`config.mk`:
```
export PLATFORM = sky130hd
export DESIGN_NAME = point_fetch_unit
export DESIGN_NICKNAME = d
export VERILOG_FILES = /design/src/rtl/point_fetch_unit_pkg.sv /design/src/rtl/point_fetch_unit_fifo.sv /design/src/rtl/point_fetch_unit.sv
export SDC_FILE = /design/constraint.sdc
export NUM_CORES = 2
export LEC_CHECK = 0
export ABC_AREA = 1
export CORE_MARGIN = 1.5
export CORE_UTILIZATION = 50
export DETAILED_ROUTE_END_ITERATION = 8
export DONT_BUFFER_PORTS = 1
export PLACE_DENSITY = 0.65
export SYNTH_ARGS = -nofsm -noshare
export SYNTH_HDL_FRONTEND = slang
export SYNTH_HIERARCHICAL = 1
export SYNTH_SLANG_ARGS = --single-unit
```
`constraint.sdc`:
```
create_clock -name i_clk -period 16.3 [get_ports i_clk]
set_clock_uncertainty 0.15 [all_clocks]
set_input_delay 4.075 -clock i_clk [delete_from_list [all_inputs] [get_ports i_clk]]
set_output_delay 4.075 -clock i_clk [all_outputs]
set_load 0.02 [all_outputs]
```
`src/rtl/point_fetch_unit_pkg.sv`:
```
// Shared constants and types for the point fetch engine.
// Latency: n/a (definitions only).
// Backpressure: n/a (definitions only).
package point_fetch_unit_pkg;

   // AXI read-address fixed fields and response codes
   localparam logic [2:0] ARSIZE_8B  = 3'd3;
   localparam logic [1:0] BURST_INCR = 2'b01;
   localparam logic [1:0] RESP_OKAY  = 2'b00;

   // One point is one 64-bit beat; byte address advances by 8 per point
   localparam int POINT_W  = 64;
   localparam int PT_SHIFT = 3;

   typedef enum logic [1:0] {
      ST_IDLE = 2'd0,
      ST_ADDR = 2'd1,
      ST_DATA = 2'd2,
      ST_DONE = 2'd3
   } state_e;

endpackage

```
`src/rtl/point_fetch_unit_fifo.sv`:
```
// Synchronous first-word-fall-through FIFO holding fetched points.
// Latency: a word pushed at edge t is at the head (dout_o/valid_o) after edge t.
// Backpressure: pop when empty is ignored; writer must respect full_o/count_o.
module point_fifo #(
   parameter int DATA_W = 64,
   parameter int DEPTH  = 32
) (
   input  logic                     clk_i,
   input  logic                     rst_ni,
   input  logic                     push_i,
   input  logic                     pop_i,
   input  logic [DATA_W-1:0]        din_i,
   output logic [DATA_W-1:0]        dout_o,
   output logic                     valid_o,
   output logic [$clog2(DEPTH):0]   count_o,
   output logic                     full_o
);
   localparam int PTR_W = $clog2(DEPTH);

   logic [DATA_W-1:0] mem_q [DEPTH];
   logic [PTR_W-1:0]  wr_q, rd_q;
   logic [PTR_W:0]    cnt_q;
   logic              do_push, do_pop;

   assign valid_o = (cnt_q != '0);
   assign full_o  = (cnt_q == (PTR_W+1)'(DEPTH));
   assign count_o = cnt_q;
   assign do_pop  = pop_i & valid_o;
   // A push into a full FIFO is only legal when a pop frees the slot the same cycle
   assign do_push = push_i & (~full_o | do_pop);
   // Head is masked so the output reads zero while nothing is stored
   assign dout_o  = valid_o ? mem_q[rd_q] : '0;

   // Storage array; contents need no reset because valid_o masks the head
   always_ff @(posedge clk_i) begin
      if (do_push) mem_q[wr_q] <= din_i;
   end

   // Pointers and occupancy; simultaneous push and pop leaves the count unchanged
   always_ff @(posedge clk_i or negedge rst_ni) begin
      if (!rst_ni) begin
         wr_q  <= '0;
         rd_q  <= '0;
         cnt_q <= '0;
      end else begin
         if (do_push) wr_q <= wr_q + 1'b1;
         if (do_pop)  rd_q <= rd_q + 1'b1;
         case ({do_push, do_pop})
            2'b10:   cnt_q <= cnt_q + 1'b1;
            2'b01:   cnt_q <= cnt_q - 1'b1;
            default: cnt_q <= cnt_q;
         endcase
      end
   end

endmodule

```
`src/rtl/point_fetch_unit.sv`:
```
// Fetches a batch of 64-bit points from DDR with AXI4 INCR bursts into a FWFT buffer.
// Latency: a beat accepted on R at edge t is visible on o_point at t+1; done is registered out of DONE.
// Backpressure: AR is held back until the buffer can absorb the whole burst, so R is never stalled.
module point_fetch_unit
   import point_fetch_unit_pkg::*;
#(
   parameter int ADDR_W     = 32,
   parameter int DATA_W     = POINT_W,
   parameter int BURST_LEN  = 16,
   parameter int FIFO_DEPTH = 32
) (
   input  logic                          i_clk,
   input  logic                          i_rst,
   input  logic                          i_init_read,
   input  logic [ADDR_W-1:0]             i_read_address,
   input  logic [31:0]                   i_n_points,
   output logic                          o_read_txn_done,
   output logic                          o_busy,
   output logic                          o_error,
   output logic [ADDR_W-1:0]             o_araddr,
   output logic [7:0]                    o_arlen,
   output logic                          o_arvalid,
   input  logic                          i_arready,
   input  logic [DATA_W-1:0]             i_rdata,
   input  logic [1:0]                    i_rresp,
   input  logic                          i_rlast,
   input  logic                          i_rvalid,
   output logic                          o_rready,
   output logic [DATA_W-1:0]             o_point,
   output logic                          o_point_valid,
   input  logic                          i_point_ready,
   output logic [$clog2(FIFO_DEPTH):0]   o_fifo_count
);
   localparam int LEN_W = 9;

   state_e              state_q, state_d;
   logic [ADDR_W-1:0]   addr_q, addr_d;
   logic [31:0]         rem_q, rem_d;
   logic [LEN_W-1:0]    beat_q, beat_d;
   logic                err_q, err_d;
   logic                busy_q, busy_d;
   logic                done_q, done_d;
   logic [LEN_W-1:0]    len, beat_nxt;
   logic                push, space_ok, fifo_full;

   // Current burst length: full bursts until the tail of the batch
   assign len      = (rem_q >= 32'(BURST_LEN)) ? LEN_W'(BURST_LEN) : rem_q[LEN_W-1:0];
   assign beat_nxt = beat_q + 1'b1;
   // Count can only fall while waiting in ADDR, so AR stays asserted once raised
   assign space_ok = ~fifo_full &&
                     ((32'(o_fifo_count) + 32'(len)) <= 32'(FIFO_DEPTH));

   assign o_araddr        = addr_q;
   assign o_arlen         = (state_q == ST_ADDR) ? 8'(len - 1'b1) : 8'd0;
   assign o_busy          = busy_q;
   assign o_error         = err_q;
   assign o_read_txn_done = done_q;

   // Next-state, counters and error detection for the batch sequencer
   always_comb begin
      state_d   = state_q;
      addr_d    = addr_q;
      rem_d     = rem_q;
      beat_d    = beat_q;
      err_d     = err_q;
      busy_d    = busy_q;
      done_d    = 1'b0;
      o_arvalid = 1'b0;
      o_rready  = 1'b0;
      push      = 1'b0;
      case (state_q)
         ST_IDLE: begin
            if (i_init_read) begin
               addr_d  = {i_read_address[ADDR_W-1:PT_SHIFT], {PT_SHIFT{1'b0}}};
               rem_d   = i_n_points;
               err_d   = 1'b0;
               busy_d  = 1'b1;
               state_d = (i_n_points == 32'd0) ? ST_DONE : ST_ADDR;
            end
         end
         ST_ADDR: begin
            o_arvalid = space_ok;
            if (space_ok && i_arready) begin
               beat_d  = '0;
               state_d = ST_DATA;
            end
         end
         ST_DATA: begin
            o_rready = 1'b1;
            if (i_rvalid) begin
               push   = 1'b1;
               beat_d = beat_nxt;
               if (i_rresp != RESP_OKAY) err_d = 1'b1;
               // rlast must coincide exactly with the len-th beat
               if (i_rlast != (beat_nxt == len)) err_d = 1'b1;
               if (i_rlast) begin
                  addr_d  = addr_q + (ADDR_W'(len) << PT_SHIFT);
                  rem_d   = rem_q - 32'(len);
                  beat_d  = '0;
                  state_d = (rem_q == 32'(len)) ? ST_DONE : ST_ADDR;
               end
            end
         end
         ST_DONE: begin
            done_d  = 1'b1;
            busy_d  = 1'b0;
            state_d = ST_IDLE;
         end
         default: state_d = ST_IDLE;
      endcase
   end

   // State and datapath registers; reset abandons any in-flight transaction
   always_ff @(posedge i_clk or negedge i_rst) begin
      if (!i_rst) begin
         state_q <= ST_IDLE;
         addr_q  <= '0;
         rem_q   <= '0;
         beat_q  <= '0;
         err_q   <= 1'b0;
         busy_q  <= 1'b0;
         done_q  <= 1'b0;
      end else begin
         state_q <= state_d;
         addr_q  <= addr_d;
         rem_q   <= rem_d;
         beat_q  <= beat_d;
         err_q   <= err_d;
         busy_q  <= busy_d;
         done_q  <= done_d;
      end
   end

   point_fifo #(
      .DATA_W (DATA_W),
      .DEPTH  (FIFO_DEPTH)
   ) u_fifo (
      .clk_i   (i_clk),
      .rst_ni  (i_rst),
      .push_i  (push),
      .pop_i   (i_point_ready),
      .din_i   (i_rdata),
      .dout_o  (o_point),
      .valid_o (o_point_valid),
      .count_o (o_fifo_count),
      .full_o  (fifo_full)
   );

endmodule
```
After elaboration in Yosys (flattened, before gate mapping)
Memories as Yosys holds them, arrays and structs flattened.
Index checks and enable logic that the tools add are counted.
{"block": "op_classes", "add_sub_neg": 9, "n_lt_le_gt_ge": 2, "eq_ne": 14, "mux": 37, "bitwise_logic": 4, "n_reduce_logical": 15}
{"cell": "$mux W32", "count": 6}
{"cell": "$pmux W32 S2", "count": 2}
{"cell": "$mux W64", "count": 1}
{"cell": "$mux W9", "count": 4}
{"cell": "$add A32 B12 Y32", "count": 1}
{"cell": "$eq A32 B9 Y1", "count": 1}
{"cell": "$ge A32 B5 Y1 const B", "count": 1}
{"cell": "$logic_not A32 Y1", "count": 1}
{"cell": "$sub A32 B9 Y32", "count": 1}
{"cell": "$pmux W9 S2", "count": 1}
{"cell": "$mux W1", "count": 12}
{"cell": "$mux W2", "count": 6}
{"cell": "$pmux W6 S2", "count": 1}
{"cell": "$reduce_and A4 Y1", "count": 3}
{"cell": "$add A5 B1 Y5 const B", "count": 2}
{"cell": "$add A6 B9 Y10", "count": 1}
{"cell": "$le A10 B6 Y1 const B", "count": 1}
{"cell": "$reduce_bool A2 Y1", "count": 5}
{"cell": "$add A9 B1 Y9 const B", "count": 1}
{"cell": "$eq A9 B9 Y1", "count": 1}
{"cell": "$mux W8", "count": 1}
{"cell": "$pmux W2 S4", "count": 1}
{"cell": "$sub A8 B1 Y8 const B", "count": 1}
{"cell": "$add A6 B1 Y6 const B", "count": 1}
{"cell": "other kinds (17)", "count": 25}
{"block": "word_totals", "reg_bits": 94, "ram_bits": 2048, "in_bits": 137, "output_inout_bits": 116, "word_cells": 92, "n_memories": 1}
{"memory": "u_fifo.mem_q", "words": 32, "width": 64, "read_ports": 1, "rd_clocked_by_memory_dff": 0, "wr": 1, "line_no": "point_fetch_unit_fifo.sv:20", "source": "logic [DATA_W-1:0] mem_q [DEPTH];"}

Longest topological paths before layout
{"block": "logic_depth", "depth_word": 8, "depth_mapped": 23, "mapped_depth_nobuf": 22}

By module
Netlist, hierarchy kept.
{"mod": "point_fifo", "n_inst": 1, "cells_per_inst": 7740, "area_per_inst_um2": 85036.6}
{"mod": "point_fetch_unit", "n_inst": 1, "cells_per_inst": 924, "area_per_inst_um2": 6177.2}

Worst setup path after synthesis
OpenSTA, ideal clock, no wires.
{"block": "synth_path", "path_kind": "in2reg", "from": "in i_rvalid", "to": "mem u_fifo.mem_q[31][0], enable pin", "setup_time_ns": 0.578, "arrival_time_ns": 9.466, "required_time_ns": 15.572, "setup_slack_ns": 6.106, "stages": 6, "path_cell_list": "inv_1 nor2_1 inv_1 a21oi_2 inv_1 nor3b_1"}
{"block": "synth_via", "elab_chain_cells": 5}
{"item": "start: declaration", "line_no": "point_fetch_unit.sv:27", "source": "input logic i_rvalid,"}
{"item": "$mux W1", "line_no": "point_fetch_unit.sv:90", "source": "if (i_rvalid) begin"}
{"item": "$mux W1", "line_no": "point_fetch_unit.sv:71", "source": "case (state_q)"}
{"item": "named net push", "line_no": "point_fetch_unit.sv:44", "source": "logic push, space_ok, fifo_full;"}
{"item": "$and A1 B1 Y1", "line_no": "point_fetch_unit_fifo.sv:30", "source": "assign do_push = push_i & (~full_o | do_pop);"}
{"item": "$mux W1", "line_no": "point_fetch_unit_fifo.sv:36", "source": "if (do_push) mem_q[wr_q] <= din_i;"}
{"item": "$mux W1 (implied by the code)", "line_no": "point_fetch_unit_fifo.sv:36"}
{"item": "end: declaration", "line_no": "point_fetch_unit_fifo.sv:20"}
The timed path passes the listed nets, and every way through them passes these cells.

Worst setup path in the final report
{"block": "layout_path", "from": "reg u_fifo.rd_q[0]", "to": "out o_point[30]"}
{"block": "layout_via", "elab_chain_cells": 2}
{"item": "start: declaration", "line_no": "point_fetch_unit_fifo.sv:21", "source": "logic [PTR_W-1:0] wr_q, rd_q;"}
{"item": "start signal: assignment", "line_no": "point_fetch_unit_fifo.sv:47", "source": "if (do_pop) rd_q <= rd_q + 1'b1;"}
{"item": "$mem_v2 Z32 W64"}
{"item": "$mux W64", "line_no": "point_fetch_unit_fifo.sv:32", "source": "assign dout_o = valid_o ? mem_q[rd_q] : '0;"}
{"item": "end: declaration", "line_no": "point_fetch_unit.sv:29", "source": "output logic [DATA_W-1:0] o_point,"}
Every way passes these cells.

==> qor.csv <==
stage;metric;value;unit
cells_and_area;ratio of cells with drive above 1 in the final layout;5.586;%
clock_tree;H-tree depth;4;
clock_tree;Worst-Skew Late Latency;0.85;ns
synthesis;Syn Inst Count;8664;
global_routing;largest net degree at the start of global routing;228;
run;max-cap check violation count;0;
setup_path;Critical Path AT;5.88;ns
global_routing;initial antenna violation count;4;
floorplanning;Initial Util;50.41;%
placement;I/O Buffers;0;
sta;TNS Setup;0;ns
synthesis;EDFF count, synth;2048;
sta;minimum clock period;10.10;ns
synthesis;post-synthesis register bit count;2139;
setup_path;crit path launch;u_fifo/rd_q[0]$_DFFE_PN0N_;
clock_tree;# resized after CTS;0;
sta;Hold Vio Cnt, Final;0;
drt;wire length per cell;21.92;um
setup_path;worst path cell trace;buf_4 > buf_4 > buf_12 > nor2_1 > nor2_1 > o21ai_0 > nand3_1 > nand3_1 > nand2_1 > nand2_1 > nor2_1;
clock_tree;# clock sinks;2139;
setup_path;Worst path most repeated cell;nor2_1;
placement;Final HPWL DP;119.9;mm
pwr;Pwr per Cell Area;170.3;nW/um^2
setup_path;Reg-to-Reg End;u_fifo/mem_q[16][8]$_DFFE_PP_;
setup_path;reg2reg setup slack;10.15;ns
clock_tree;clock-pin slew on the worst setup and hold paths;0.06;ns
cells_and_area;# nets final;8690;
placement;routability cong.;0.8943;
sta;RSZ-0062 raised after global routing;no;
setup_path;Setup CP Type;reg -> out;
drt;drc violations;0;
sta;Worst slew margin;10.32;%
global_routing;grt ovf;0;
setup_path;r2r startpoint;u_fifo/count_o[1]$_DFFE_PN0P_;
sta;Tcrit/Tclk final;61.98;%
sta;Final Max Tran Viols;0;
global_routing;number of global-route vias before repair;57700;
setup_path;crit start category;register;
floorplanning;core box area;180900;um^2
synthesis;Mapped Area;91210;um^2
clock_tree;# hold bufs at CTS;0;
setup_path;worst r2r path cells;7;
synthesis;asr flop ratio synth;4.254;%
sta;Final Setup Violations;0;
floorplanning;Die X;430.1;um
setup_path;Worst Path Required;12.08;ns
setup_path;crit-path max FO;216;
drt;DR vias/cell;5.559;
global_routing;global-route wire length before repair;360.1;mm
clock_tree;TritonCTS buffer count;217;
drt;final wirelength;242.7;mm
global_routing;gr usage total;25.89;%
drt;Post-DRT Antenna Nets;0;
floorplanning;I/O pin total;253;
setup_path;Critical Path Sink Type;output pin;
drt;drt initial violations;6527;
clock_tree;CTS max path bufs;3;
synthesis;most used flip-flop cell after synthesis;edfxtp_1;
synthesis;Yosys cell types;52;
floorplanning;chip height;430.1;um
clock_tree;Root Buffer;clkbuf_16;
synthesis;Syn Area/Cell;10.53;um^2
synthesis;post-synthesis sequential area ratio;69.92;%
pwr;maximum VDD drop;0.0001837;V
drt;via count;61550;
floorplanning;Site Rows;156;
drt;DR pass1 iterations;5;
floorplanning;die footprint;185000;um^2
clock_tree;CTS tree;done;
setup_path;Setup crit end;o_point[30];
cells_and_area;area grow syn2layout;9.702;%
synthesis;Synthesis Warnings;6;
run_status;status;finished, final reports clean;
min_path;Hold Path Class;reg -> reg;
setup_path;slowest library cell on the worst path;dfrtp_4;
pwr;Static Leak;38.01;nW
sta;Slew @ Worst Pin;1.345;ns
clock_tree;post-CTS repair timing setup buffer count;0;
sta;WHS;0.3814;ns
sta;fmax;98.98;MHz
setup_path;Crit path largest cell delay;1.01;ns
==> flip-flops by register name, summed over array words and instances, names as in the netlist, 2 cells and up <==
register and count:
u_fifo/mem_q 2048, rem_q 32, o_araddr 29, beat_q 9, u_fifo/count_o 6, u_fifo/rd_q 5, u_fifo/wr_q 5, state_q 2
==> through the flow <==
| step | total power [mW] | area, um^2 | utilization [%] | std cells | setup slack, ns |
|---|---|---|---|---|---|
| after global routing | 18.00 | 100100 | 55.30 | 11070 | 5.765 |
| final | 17.04 | 100100 | 55.30 | 11070 | 6.197 |
| after global placement | 12.29 | 93310 | 51.57 | 10670 | 6.990 |
| after CTS | 17.10 | 100100 | 55.30 | 11070 | 6.056 |
| after detailed placement | 12.36 | 93310 | 51.57 | 10670 | 6.968 |
| after floorplan | 10.74 | 91240 | - | 8671 | 6.106 |
==> area by class of cell <==
class	instances	area (um^2)
antenna	2	5.005
clock buffer	280	5834
clock inverter	116	917.1
fill	15050	80880
inverter	431	1659
multi-input combinational	5637	24060
sequential	2139	63790
tap	2370	2965
timing repair buffer	97	828.3
==> critical path: cells and delay by family, from the launching register on <==
family	cells	cell delay, ns
compound gates	1	0.10
flops	1	1.01
simple gates	7	1.10
buf+inv	3	2.31
==> synth_stat cells, types with 27 or more instances <==
cell      count  share of area [%]
nand2_1    2811                 12
edfxtp_1   2048                 67
nor2_1     1296                5.3
nand3_1     742                4.1
inv_1       423                1.7
o21ai_0     421                2.3
clkbuf_1    240               0.99
buf_2       129               0.71
a21oi_1     105               0.58
dfrtp_1      91                2.5
buf_1        62               0.26
o21ai_1      37               0.20
xor2_1       32               0.31
ha_1         27               0.37
==> where the power goes <==
group	switching [mW]	internal, mW
sequential	0.339	6.18
combinational	4.21	1.55
clock	2.06	2.70
==> worst min path at each step <==
stage,startpoint,to,slack (ns),cells past startpoint
global placement,beat_q[8]$_DFFE_PN0P_,beat_q[8]$_DFFE_PN0P_,0.36,2
CTS,beat_q[8]$_DFFE_PN0P_,beat_q[8]$_DFFE_PN0P_,0.38,2
global route,beat_q[1]$_DFFE_PN0P_,beat_q[1]$_DFFE_PN0P_,0.44,2
detailed placement,beat_q[8]$_DFFE_PN0P_,beat_q[8]$_DFFE_PN0P_,0.37,2
finish,beat_q[8]$_DFFE_PN0P_,beat_q[8]$_DFFE_PN0P_,0.38,2
floorplan,rem_q[30]$_DFFE_PN0P_,rem_q[30]$_DFFE_PN0P_,0.34,2
==> cell families (layout without fill, tap and decap cells) <==
logic type      count (synthesis)  count (layout)  share of synthesized area [%]
compound gates                612             612                          3.517
fa+ha+maj                      30              30                         0.4362
xor+xnor                       40              40                         0.3841
simple gates                 4946            4946                          21.71
buf+inv                       895             924                          4.027
other cells                     2              11                       0.008233
flops                        2139            2139                          69.92
==> routing by layer <==
| layer | track usage, % | wire (um) |
|---|---|---|
| met5 | 0 | 0 |
| met4 | 7.796 | 6697 |
| met3 | 4.561 | 20470 |
| met2 | 42.57 | 115500 |
| met1 | 35.27 | 100100 |
==> cells in the final DEF (no fill, tap or decap), drive strengths merged, types with 27 or more instances in the layout <==
cell and count:
clkinv 95, inv 437, dfrtp 91, xor2 32, clkbuf 280, nand3 744
nor2 1313, a21oi 107, o21ai 460, ha 27, edfxtp 2048, buf 97
nand2 2825
Power figures use the tool's default switching activity.
